==> src/rtl/decode_ctrl_stage.sv <==
// RV32I(+M) decode control with the Decode/Execute control register and a
// MUL/DIV hold sequencer that freezes Execute and stalls the front end.
module decode_ctrl_stage #(
    parameter int ENABLE_M   = 1,
    parameter int MULDIV_LAT = 4
) (
    input  logic        clk,
    input  logic        rst_n,
    input  logic [31:0] InstrD,
    input  logic        ValidD,
    input  logic        FlushE,
    output logic [2:0]  ImmSrcD,
    output logic        RegWriteE,
    output logic        MemWriteE,
    output logic        JumpE,
    output logic        BranchE,
    output logic        AluSrcE,
    output logic        AluSrcAE,
    output logic [1:0]  ResultSrcE,
    output logic [4:0]  ALUControlE,
    output logic [2:0]  Funct3E,
    output logic        ValidE,
    output logic        IllegalE,
    output logic        StallReq,
    output logic        MulDivDoneE
);

    localparam int CNT_W = $clog2(MULDIV_LAT) + 1;
    localparam logic [CNT_W-1:0] CNT_LOAD = CNT_W'(MULDIV_LAT - 1);

    localparam logic [2:0] IMM_I = 3'b000;
    localparam logic [2:0] IMM_S = 3'b001;
    localparam logic [2:0] IMM_B = 3'b010;
    localparam logic [2:0] IMM_J = 3'b011;
    localparam logic [2:0] IMM_U = 3'b100;

    localparam logic [4:0] ALU_ADD  = 5'b00000;
    localparam logic [4:0] ALU_SUB  = 5'b00001;
    localparam logic [4:0] ALU_XOR  = 5'b00010;
    localparam logic [4:0] ALU_OR   = 5'b00011;
    localparam logic [4:0] ALU_AND  = 5'b00100;
    localparam logic [4:0] ALU_SLL  = 5'b00101;
    localparam logic [4:0] ALU_SRL  = 5'b00110;
    localparam logic [4:0] ALU_SRA  = 5'b00111;
    localparam logic [4:0] ALU_SLT  = 5'b01000;
    localparam logic [4:0] ALU_SLTU = 5'b01001;
    localparam logic [4:0] ALU_PASSB = 5'b01010;

    localparam logic [1:0] RES_ALU = 2'b00;
    localparam logic [1:0] RES_MEM = 2'b01;
    localparam logic [1:0] RES_PC4 = 2'b10;

    typedef struct packed {
        logic       reg_write;
        logic       mem_write;
        logic       jump;
        logic       branch;
        logic       alu_src;
        logic       alu_src_a;
        logic [1:0] result_src;
        logic [4:0] alu_ctrl;
        logic [2:0] funct3;
        logic       valid;
        logic       illegal;
    } ctrl_t;

    // Shared funct3 -> ALU op map for register and immediate arithmetic.
    function automatic logic [4:0] base_alu(input logic [2:0] f3);
        case (f3)
            3'b000:  base_alu = ALU_ADD;
            3'b001:  base_alu = ALU_SLL;
            3'b010:  base_alu = ALU_SLT;
            3'b011:  base_alu = ALU_SLTU;
            3'b100:  base_alu = ALU_XOR;
            3'b101:  base_alu = ALU_SRL;
            3'b110:  base_alu = ALU_OR;
            default: base_alu = ALU_AND;
        endcase
    endfunction

    logic [6:0] opcode;
    logic [2:0] funct3;
    logic [6:0] funct7;
    ctrl_t      dec;
    logic [2:0] imm_src;
    logic       legal;
    ctrl_t      load_word;
    ctrl_t      ctrl_d, ctrl_q;
    logic [CNT_W-1:0] cnt_d, cnt_q;

    assign opcode = InstrD[6:0];
    assign funct3 = InstrD[14:12];
    assign funct7 = InstrD[31:25];

    always_comb begin
        dec        = '0;
        dec.funct3 = funct3;
        imm_src    = IMM_I;
        legal      = 1'b0;
        case (opcode)
            7'b0110011: begin
                dec.reg_write = 1'b1;
                case (funct7)
                    7'b0000000: begin
                        legal        = 1'b1;
                        dec.alu_ctrl = base_alu(funct3);
                    end
                    7'b0100000: begin
                        legal        = (funct3 == 3'b000) || (funct3 == 3'b101);
                        dec.alu_ctrl = (funct3 == 3'b000) ? ALU_SUB : ALU_SRA;
                    end
                    7'b0000001: begin
                        legal        = (ENABLE_M != 0);
                        dec.alu_ctrl = {2'b10, funct3};
                    end
                    default: legal = 1'b0;
                endcase
            end
            7'b0010011: begin
                dec.reg_write = 1'b1;
                dec.alu_src   = 1'b1;
                dec.alu_ctrl  = base_alu(funct3);
                if (funct3 == 3'b001) begin
                    legal = (funct7 == 7'b0000000);
                end else if (funct3 == 3'b101) begin
                    legal        = (funct7 == 7'b0000000) || (funct7 == 7'b0100000);
                    dec.alu_ctrl = funct7[5] ? ALU_SRA : ALU_SRL;
                end else begin
                    legal = 1'b1;
                end
            end
            7'b0000011: begin
                legal          = (funct3 != 3'b011) && (funct3 != 3'b110) && (funct3 != 3'b111);
                dec.reg_write  = 1'b1;
                dec.alu_src    = 1'b1;
                dec.result_src = RES_MEM;
            end
            7'b0100011: begin
                legal         = (funct3 == 3'b000) || (funct3 == 3'b001) || (funct3 == 3'b010);
                dec.mem_write = 1'b1;
                dec.alu_src   = 1'b1;
                imm_src       = IMM_S;
            end
            7'b1100011: begin
                legal        = (funct3 != 3'b010) && (funct3 != 3'b011);
                dec.branch   = 1'b1;
                dec.alu_ctrl = ALU_SUB;
                imm_src      = IMM_B;
            end
            7'b1101111: begin
                legal          = 1'b1;
                dec.jump       = 1'b1;
                dec.reg_write  = 1'b1;
                dec.result_src = RES_PC4;
                imm_src        = IMM_J;
            end
            7'b1100111: begin
                legal          = (funct3 == 3'b000);
                dec.jump       = 1'b1;
                dec.reg_write  = 1'b1;
                dec.alu_src    = 1'b1;
                dec.result_src = RES_PC4;
            end
            7'b0110111: begin
                legal         = 1'b1;
                dec.reg_write = 1'b1;
                dec.alu_src   = 1'b1;
                dec.alu_ctrl  = ALU_PASSB;
                imm_src       = IMM_U;
            end
            7'b0010111: begin
                legal         = 1'b1;
                dec.reg_write = 1'b1;
                dec.alu_src   = 1'b1;
                dec.alu_src_a = 1'b1;
                imm_src       = IMM_U;
            end
            7'b1110011: begin
                // Only ecall/ebreak are accepted; CSR and other SYSTEM forms trap.
                legal = (InstrD == 32'h0000_0073) || (InstrD == 32'h0010_0073);
                dec   = '0;
            end
            default: legal = 1'b0;
        endcase
        if (!legal) begin
            dec     = '0;
            imm_src = IMM_I;
        end
    end

    assign ImmSrcD = imm_src;

    always_comb begin
        load_word = '0;
        if (ValidD) begin
            load_word         = dec;
            load_word.valid   = 1'b1;
            load_word.illegal = !legal;
        end
    end

    // Flush beats hold, hold beats load; a loaded MUL/DIV arms the counter.
    always_comb begin
        ctrl_d = ctrl_q;
        cnt_d  = cnt_q;
        if (FlushE) begin
            ctrl_d = '0;
            cnt_d  = '0;
        end else if (cnt_q != '0) begin
            cnt_d = cnt_q - CNT_W'(1);
        end else begin
            ctrl_d = load_word;
            cnt_d  = (load_word.valid && load_word.alu_ctrl[4]) ? CNT_LOAD : '0;
        end
    end

    always_ff @(posedge clk or negedge rst_n) begin
        if (!rst_n) begin
            ctrl_q <= '0;
            cnt_q  <= '0;
        end else begin
            ctrl_q <= ctrl_d;
            cnt_q  <= cnt_d;
        end
    end

    assign RegWriteE   = ctrl_q.reg_write;
    assign MemWriteE   = ctrl_q.mem_write;
    assign JumpE       = ctrl_q.jump;
    assign BranchE     = ctrl_q.branch;
    assign AluSrcE     = ctrl_q.alu_src;
    assign AluSrcAE    = ctrl_q.alu_src_a;
    assign ResultSrcE  = ctrl_q.result_src;
    assign ALUControlE = ctrl_q.alu_ctrl;
    assign Funct3E     = ctrl_q.funct3;
    assign ValidE      = ctrl_q.valid;
    assign IllegalE    = ctrl_q.illegal;
    assign StallReq    = (cnt_q != '0);
    assign MulDivDoneE = ctrl_q.valid & ctrl_q.alu_ctrl[4] & (cnt_q == '0);

endmodule
==> config.mk <==
export PLATFORM = sky130hd
export DESIGN_NAME = decode_ctrl_stage
export DESIGN_NICKNAME = d
export VERILOG_FILES = /design/src/rtl/decode_ctrl_stage.sv
export SDC_FILE = /design/constraint.sdc
export NUM_CORES = 1
export LEC_CHECK = 0
export CAP_MARGIN = 10
export CORE_ASPECT_RATIO = 0.5
export CORE_MARGIN = 3
export CORE_UTILIZATION = 47
export DETAILED_ROUTE_END_ITERATION = 10
export GPL_TIMING_DRIVEN = 0
export PLACE_DENSITY = 0.95
export SYNTH_ARGS = -nofsm -noshare
export SYNTH_HDL_FRONTEND = slang
export SYNTH_SLANG_ARGS = --single-unit
==> constraint.sdc <==
create_clock -name clk -period 7.95 [get_ports clk]
set_clock_uncertainty 0.05 [all_clocks]
set_input_delay 1.9875 -clock clk [delete_from_list [all_inputs] [get_ports clk]]
set_output_delay 1.9875 -clock clk [all_outputs]
set_load 0.05 [all_outputs]
# Word-level counts from Yosys, hierarchy flattened
# Index checks and enable logic that the tools add are counted.
# Widths: inputs -> output; s select.
# classes
n_addsub	1
mul	0
div	0
magnitude_cmp	0
eq_ne	25
shifts	0
mux	29
n_bitwise	2
n_reduce_logical	20
# ops
cell	count
$mux 18	4
$eq 32x21->1 const B	1
$eq 32x7->1 const B	1
$eq 7x6->1 const B	4
$eq 7x7->1 const B	4
$pmux 4 s7	1
$pmux 4 s6	1
$pmux 5 s4	1
$mux 5	3
$pmux 5 s3	1
$eq 7x5->1 const B	2
$mux 3	4
$pmux 3 s4	1
$eq 3x3->1 const B	3
$mux 1	9
$pmux 1 s8	1
$eq 7x1->1 const B	1
$eq 7x2->1 const B	1
$logic_not 7->1	1
$reduce_or 7->1	1
$eq 3x2->1 const B	2
$logic_not 3->1	2
$ne 3x2->1 const B	2
$ne 3x3->1 const B	2
14 further kinds	24
# totals
regBits	21
latchBits	0
ram_bits	0
romBits	0
inputBits	36
output_inout_bits	23
elab_cells	89
memories	0

# Longest topological paths before layout
# depth
depth_word	11
ltp_mapped	8
depth_no_buf	8

# Worst setup path before layout
# Ideal clock, no wire load.
# synth_path
path_type	input -> output
start	in InstrD[14]
end	out ImmSrcD[0]
t_arrival_ps	3755
t_required_ps	5912
slack_ps	2157
path_stages	7
path_buffers	2
cell_sequence	buf_6 or3_4 or3_1 a311oi_2 nor3_2 buf_6 a21oi_2
# synth_between
elab_chain_cells	5
word_cells_on_any_way	22
classes_between	eq/ne: 9; mux: 5; reduce/logical: 8
# synth_lines
item	line_no	rtl
from (decl)	9	input logic [31:0] InstrD,
$eq 3x3->1, or another cell as far along	109, 125	
$logic_or 1x1->1, or another cell as far along	109	legal = (funct3 == 3'b000) || (funct3 == 3'b101);
$pmux 1 s2, or another cell as far along	103	case (funct7)
$pmux 1 s8 *	100	case (opcode)
$mux 3 *	185	if (!legal) begin
to (decl)	12	output logic [2:0] ImmSrcD,
# Every way passes the cells marked *; elsewhere a longest branch is shown, timed or not.

# Final worst setup path
# layout_path
start	in InstrD[13]
end	out ImmSrcD[0]
# The elaborated chain is that of the path after synthesis.

==> key figures <==
Outcome
  • Outcome: finished, final reports clean

Timing
  • Transition time of the tightest slew-check pin: 0.906 ns
  • Worst rel slew slack: 0.394
  • RSZ-0062 raised after global routing: false
  • Max Clock Freq: 0.145 GHz
  • Final Hold Slack: 0.432 ns
  • Period utilization: 0.867
  • Setup_tns: 0 ns
  • Count of final hold-check violations: 0
  • Pins over their slew limit: 0
  • Minimum clock period after layout: 6.89 ns
  • Setup Viol. Count Final: 0

Clock network
  • Number of cells upsized or downsized after cts: 0
  • Maximum count of clock buffers along a single path: 2
  • Root Buffer: clkbuf_8
  • Clk_lat worst skew: 0.26 ns
  • H-tree depth: 1
  • Buffers inserted during post-CTS setup optimization: 0
  • Hold-fix buffers at CTS: 0
  • Clock buffers created by TritonCTS: 3
  • CTS tree: yes
  • Clock input transition at the sequential cells of the worst setup and hold paths: 0.07 ns
  • Number of sinks handled by clock tree synthesis: 20

Logic synthesis
  • Synth Net Count: 210
  • Proportion of synthesized chip area in sequential cells: 0.339
  • Main area contributors after synthesis: dfrtp_1, nand2_1, a21oi_1
  • Top_reg_cell synth: dfrtp_1
  • Synth Cell Area: 1480 µm²
  • Library cell occupying the most area in the post-synthesis netlist: dfrtp_1
  • EDFF count, synth: 0
  • Average footprint of a synthesized cell: 8.58 µm²
  • Post-synthesis sequential element count: 20
  • Total of warnings raised by yosys: 0
  • Share of Yosys cell area claimed by the top area cell type: 0.339
  • Share of flip-flops with an asynchronous set or reset: 1.00
  • Number of standard cells after synthesis: 172
  • Synth unique cells: 53

Global routing
  • Global-route wire length before repair: 7110 µm
  • Initial antenna violation count: 0
  • GRT Util Overall: 0.238
  • Pin count of the biggest net entering global routing: 21
  • Via count of the first global-routing pass: 1,463
  • Global route overflow: 0

Route
  • Routed wire per std cell: 16.9 µm
  • Number of optimization iterations in the first detailed-route pass: 4
  • Number of DRC markers after the initial detailed-route iteration: 117
  • Total wire length after detailed routing: 4530 µm
  • DRC violation count after routing: 0
  • Post-detailed-route via-to-cell ratio: 5.92
  • Detail Route Antenna Nets: 0
  • Total via count after detailed routing: 1,586

Place
  • Cell area after placement: 2070 µm²
  • Placed wire-length estimate: 3540 µm
  • GPL Wtd Cong: 0.947
  • Number of port buffers: 55

Floorplanning
  • DIE HEIGHT: 45.6 µm
  • Initial core utilization: 0.530
  • Area of the core: 2780 µm²
  • Standard-cell rows: 13
  • Die Area: 3890 µm²
  • Horizontal die dimension: 85.2 µm
  • Top-level I/O count: 59

Cells and area
  • Share of final-layout standard cells stronger than drive strength 1: 0.130
  • Ant diodes: 0
  • Total Nets Final: 270
  • Layout-stage area growth over the synthesis result: 44.2%
  • Final std cell area, no fill: 2130 µm²

Critical path
  • Largest incremental delay on the critical path: 0.81 ns
  • CP arrival: 4.86 ns
  • CP cell instances: clkdlybuf4s50_1 > or3_4 > or3_1 > a311oi_2 > nor3_2 > buf_6 > a21oi_2 > clkdlybuf4s50_1
  • Crit path max-delay family: buffers and inverters
  • Required time worst endpoint: 5.91 ns
  • Type of element capturing the critical path: output port
  • Crit path buf inv count: 3
  • Critical path startpoint category: input pin
  • Worst Setup Path Type: in2out
  • Worst-path maximum fanout: 10
  • Slowest-stage cell, CP: clkdlybuf4s50_1
  • Most common cell on crit path: clkdlybuf4s50_1

Power
  • Worst ir drop on vdd: 0.152 mV
  • Cell leakage power: 0.834 nW
  • Pwr dens: 174 nW/µm²

Hold path
  • Class of the most critical hold timing path: reg2reg

Flow run
  • Max capacitance violation total: 0
-- worst min-delay path, delay by kind of cell, from the launching register on --
family	cells	cell delay [ns]
and+or+nand+nor	1	0.06
DFF	1	0.35
AOI/OAI and AO/OA	1	0.05
-- area by class of cell --
cell class,instances,area (µm²)
multi-input combinational,133,880
sequential,20,500
timing repair buffer,55,551
tap,37,46.3
buffer,11,65.1
inverter,8,30.0
fill,193,654
clock buffer,4,55.1
-- sequential cells by signal (all words and copies together) (netlist names) --
register	flops
ALUControlE	5
AluSrcAE	1
AluSrcE	1
BranchE	1
Funct3E	3
IllegalE	1
JumpE	1
MemWriteE	1
RegWriteE	1
ResultSrcE	1
ValidE	1
cnt_q	3
-- worst paths after layout --
path                         endpoint  slack [ns]  startpoint  cells after the start
setup / recovery           ImmSrcD[0]        1.06  InstrD[13]                      8
hold / removal             Funct3E[1]        0.43  Funct3E[1]                      2
setup reg to reg            RegWriteE        5.61    cnt_q[0]                      8
hold reg to reg            Funct3E[1]        0.43  Funct3E[1]                      2
max in group asynchronous    IllegalE        5.12       rst_n                      1
min in group asynchronous    cnt_q[0]        2.18       rst_n                      1
-- through the flow --
stage	std cells	setup slack (ns)	util	total power, W
finish	268	1.06	0.765	0.000371
global route	268	0.952	0.765	0.000392
CTS	268	1.05	0.765	0.000370
detailed placement	264	1.05	0.745	0.000291
global placement	264	1.06	0.745	0.000285
floorplan	172	2.16	-	0.000230
-- Yosys cell counts, drive strengths merged, types with 3 or more instances --
library cell and n:
a21oi 18, nand2 24, nand3 5, nor2b 4
dfrtp 20, nor3b 3, inv 8, nor3 3
nand3b 3, o31ai 4, a22oi 3, o21ai 11
and3b 4, nand4 5, buf 7, or3 3
clkbuf 4, nor4 5, nor2 9
-- power by group --
part	switching, W	total [W]	internal (W)	leakage [nW]
Clock	0.0000350	0.0000792	0.0000442	0.0288
Sequential	0.00000540	0.000118	0.000112	0.276
Combinational	0.000112	0.000174	0.0000611	0.530
Total	0.000153	0.000371	0.000218	0.834
-- cell usage in the layout (no fill, tap or decap), drive strengths merged, types with 2 or more instances in the layout --
cell,n
a22oi,3
nand4,5
a21o,2
or3,3
nand2,24
nor2b,4
nor2,9
clkdlybuf4s50,55
o21ai,11
nand2b,2
nor4,5
dfrtp,20
nand3,5
o31ai,4
nor3,3
inv,8
and2,2
and3b,4
a22o,2
a32o,2
buf,7
nor3b,3
clkbuf,8
ha,2
a21oi,18
nand3b,3
-- per-layer routing --
| metal | track usage | share of wire | vias to the layer above |
|---|---|---|---|
| met1 | 0.317 | 0.41 | 749 |
| met3 | 0.0650 | 0.11 | 8 |
| li1 | - | - | 748 |
| met4 | 0.0631 | 0.016 | 0 |
| met5 | 0 | 0 | - |
| met2 | 0.389 | 0.47 | 81 |
-- cell families after synthesis --
family	after synthesis	share of synthesized area
buffers and inverters	19	0.0645
flip-flops	20	0.339
AO/OA/AOI/OAI	53	0.269
AND/OR/NAND/NOR	77	0.304
XOR/XNOR	1	0.00594
adder cells (fa/ha/maj)	2	0.0170
No activity file was read; power rests on OpenSTA's default activity.
==> RTL change (config.mk and constraints unchanged) <==
Reset style: synchronous (`rst_n`), changed in one clocked block.
--- a/src/rtl/decode_ctrl_stage.sv
+++ b/src/rtl/decode_ctrl_stage.sv
@@ -214,7 +214,7 @@
         end
     end
 
-    always_ff @(posedge clk or negedge rst_n) begin
+    always_ff @(posedge clk) begin
         if (!rst_n) begin
             ctrl_q <= '0;
             cnt_q  <= '0;
Behaviour: differs if rst_n is asserted again (counterexample within 4 cycles, from zero or initial values and one cycle with rst_n low); with rst_n held inactive, the same outputs for 10 cycles.
==> RTL change against the unedited design <==
- via count is 5.3% lower
- global-route usage is 1.3 points lower
- wire length is 14% lower
- setup slack better by 0.14 ns
- register-to-register slack better by 0.38 ns
- sequential cell count stayed put
- cell area is 6.2% lower
- synthesized area is 8.9% lower
- critical path type unchanged
Power is not compared: it rests on default switching activity, and its combinational part moved more than twofold at a synthesized area within 25%.
==> RTL change: results <==
[setup_path]
rr_worst_depth = 9
critical_path.reg2reg.endpoint = ALUControlE[1]
end_point_of_the_critical_path = ImmSrcD[1]
regToRegSetupSlack_ns = 5.99
reg2reg_from = cnt_q[0]

[run_status]
outcome = completed

[cells_and_area]
flops_and_latches = 20
synthToLayoutAreaGrowth_pct = 48.5
inverters_excl_clock = 11

[routing]
wl_per_cell_microns = 14.5
detail_route.wirelength.met1_microns = 1700
wl_met3_microns = 350
vias_per_cell = 5.60

[logic_synthesis]
ys.flop_type = sky130_fd_sc_hd__dfxtp_1
synth_async_sr_flop_share_pct = 0
synthTopCellsByArea = sky130_fd_sc_hd__dfxtp_1, sky130_fd_sc_hd__nand2_1, sky130_fd_sc_hd__inv_1
yosys-mux-area-fraction_pct = 0.745
synthXorXnorAreaFrac_pct = 1.96

[worst_hold_path]
worstHoldPathCells = 1
hold_path_end = cnt_q[0]

[sta]
worst-slew-pin-transition_ns = 0.514
fin_ws_ns = 1.20
fin_worst_hold_slack_ns = 0.402

[placed_design]
postPlaceCellArea_sq_um = 1940

[grt]
grt_first_pass_wirelength_microns = 6060
maximum_number_of_pins_on_one_net_before_global_route_repair = 12
global_route.usage.met2_pct = 35.8
gr-usage-met3_pct = 4.56
-- RTL change: changes by cell type after synthesis, sizes merged, moves of 4 or more --
| cell | unedited run | this run |
|---|---|---|
| nand2 | 24 | 32 |
| a21oi | 18 | 7 |
| dfrtp | 20 | 0 |
| nand2b | 2 | 6 |
| dfxtp | 0 | 20 |
-- RTL change: worst max-delay path, cell delays in order --
cell	delay [ns]
sky130_fd_sc_hd__clkdlybuf4s50_1	0.41
sky130_fd_sc_hd__buf_2	0.19
sky130_fd_sc_hd__nor3_1	0.41
sky130_fd_sc_hd__nand3_1	0.22
sky130_fd_sc_hd__nor4_4	0.39
sky130_fd_sc_hd__nor3_2	0.15
sky130_fd_sc_hd__a21oi_1	0.14
sky130_fd_sc_hd__clkdlybuf4s50_1	0.81
-- RTL change: metrics by stage --
step | power (uW) | utilization, %
after floorplan | 125 | -
after global placement | 147 | 73.2
after global routing | 231 | 75.3
final | 223 | 75.3
after detailed placement | 148 | 73.2
after CTS | 224 | 75.3
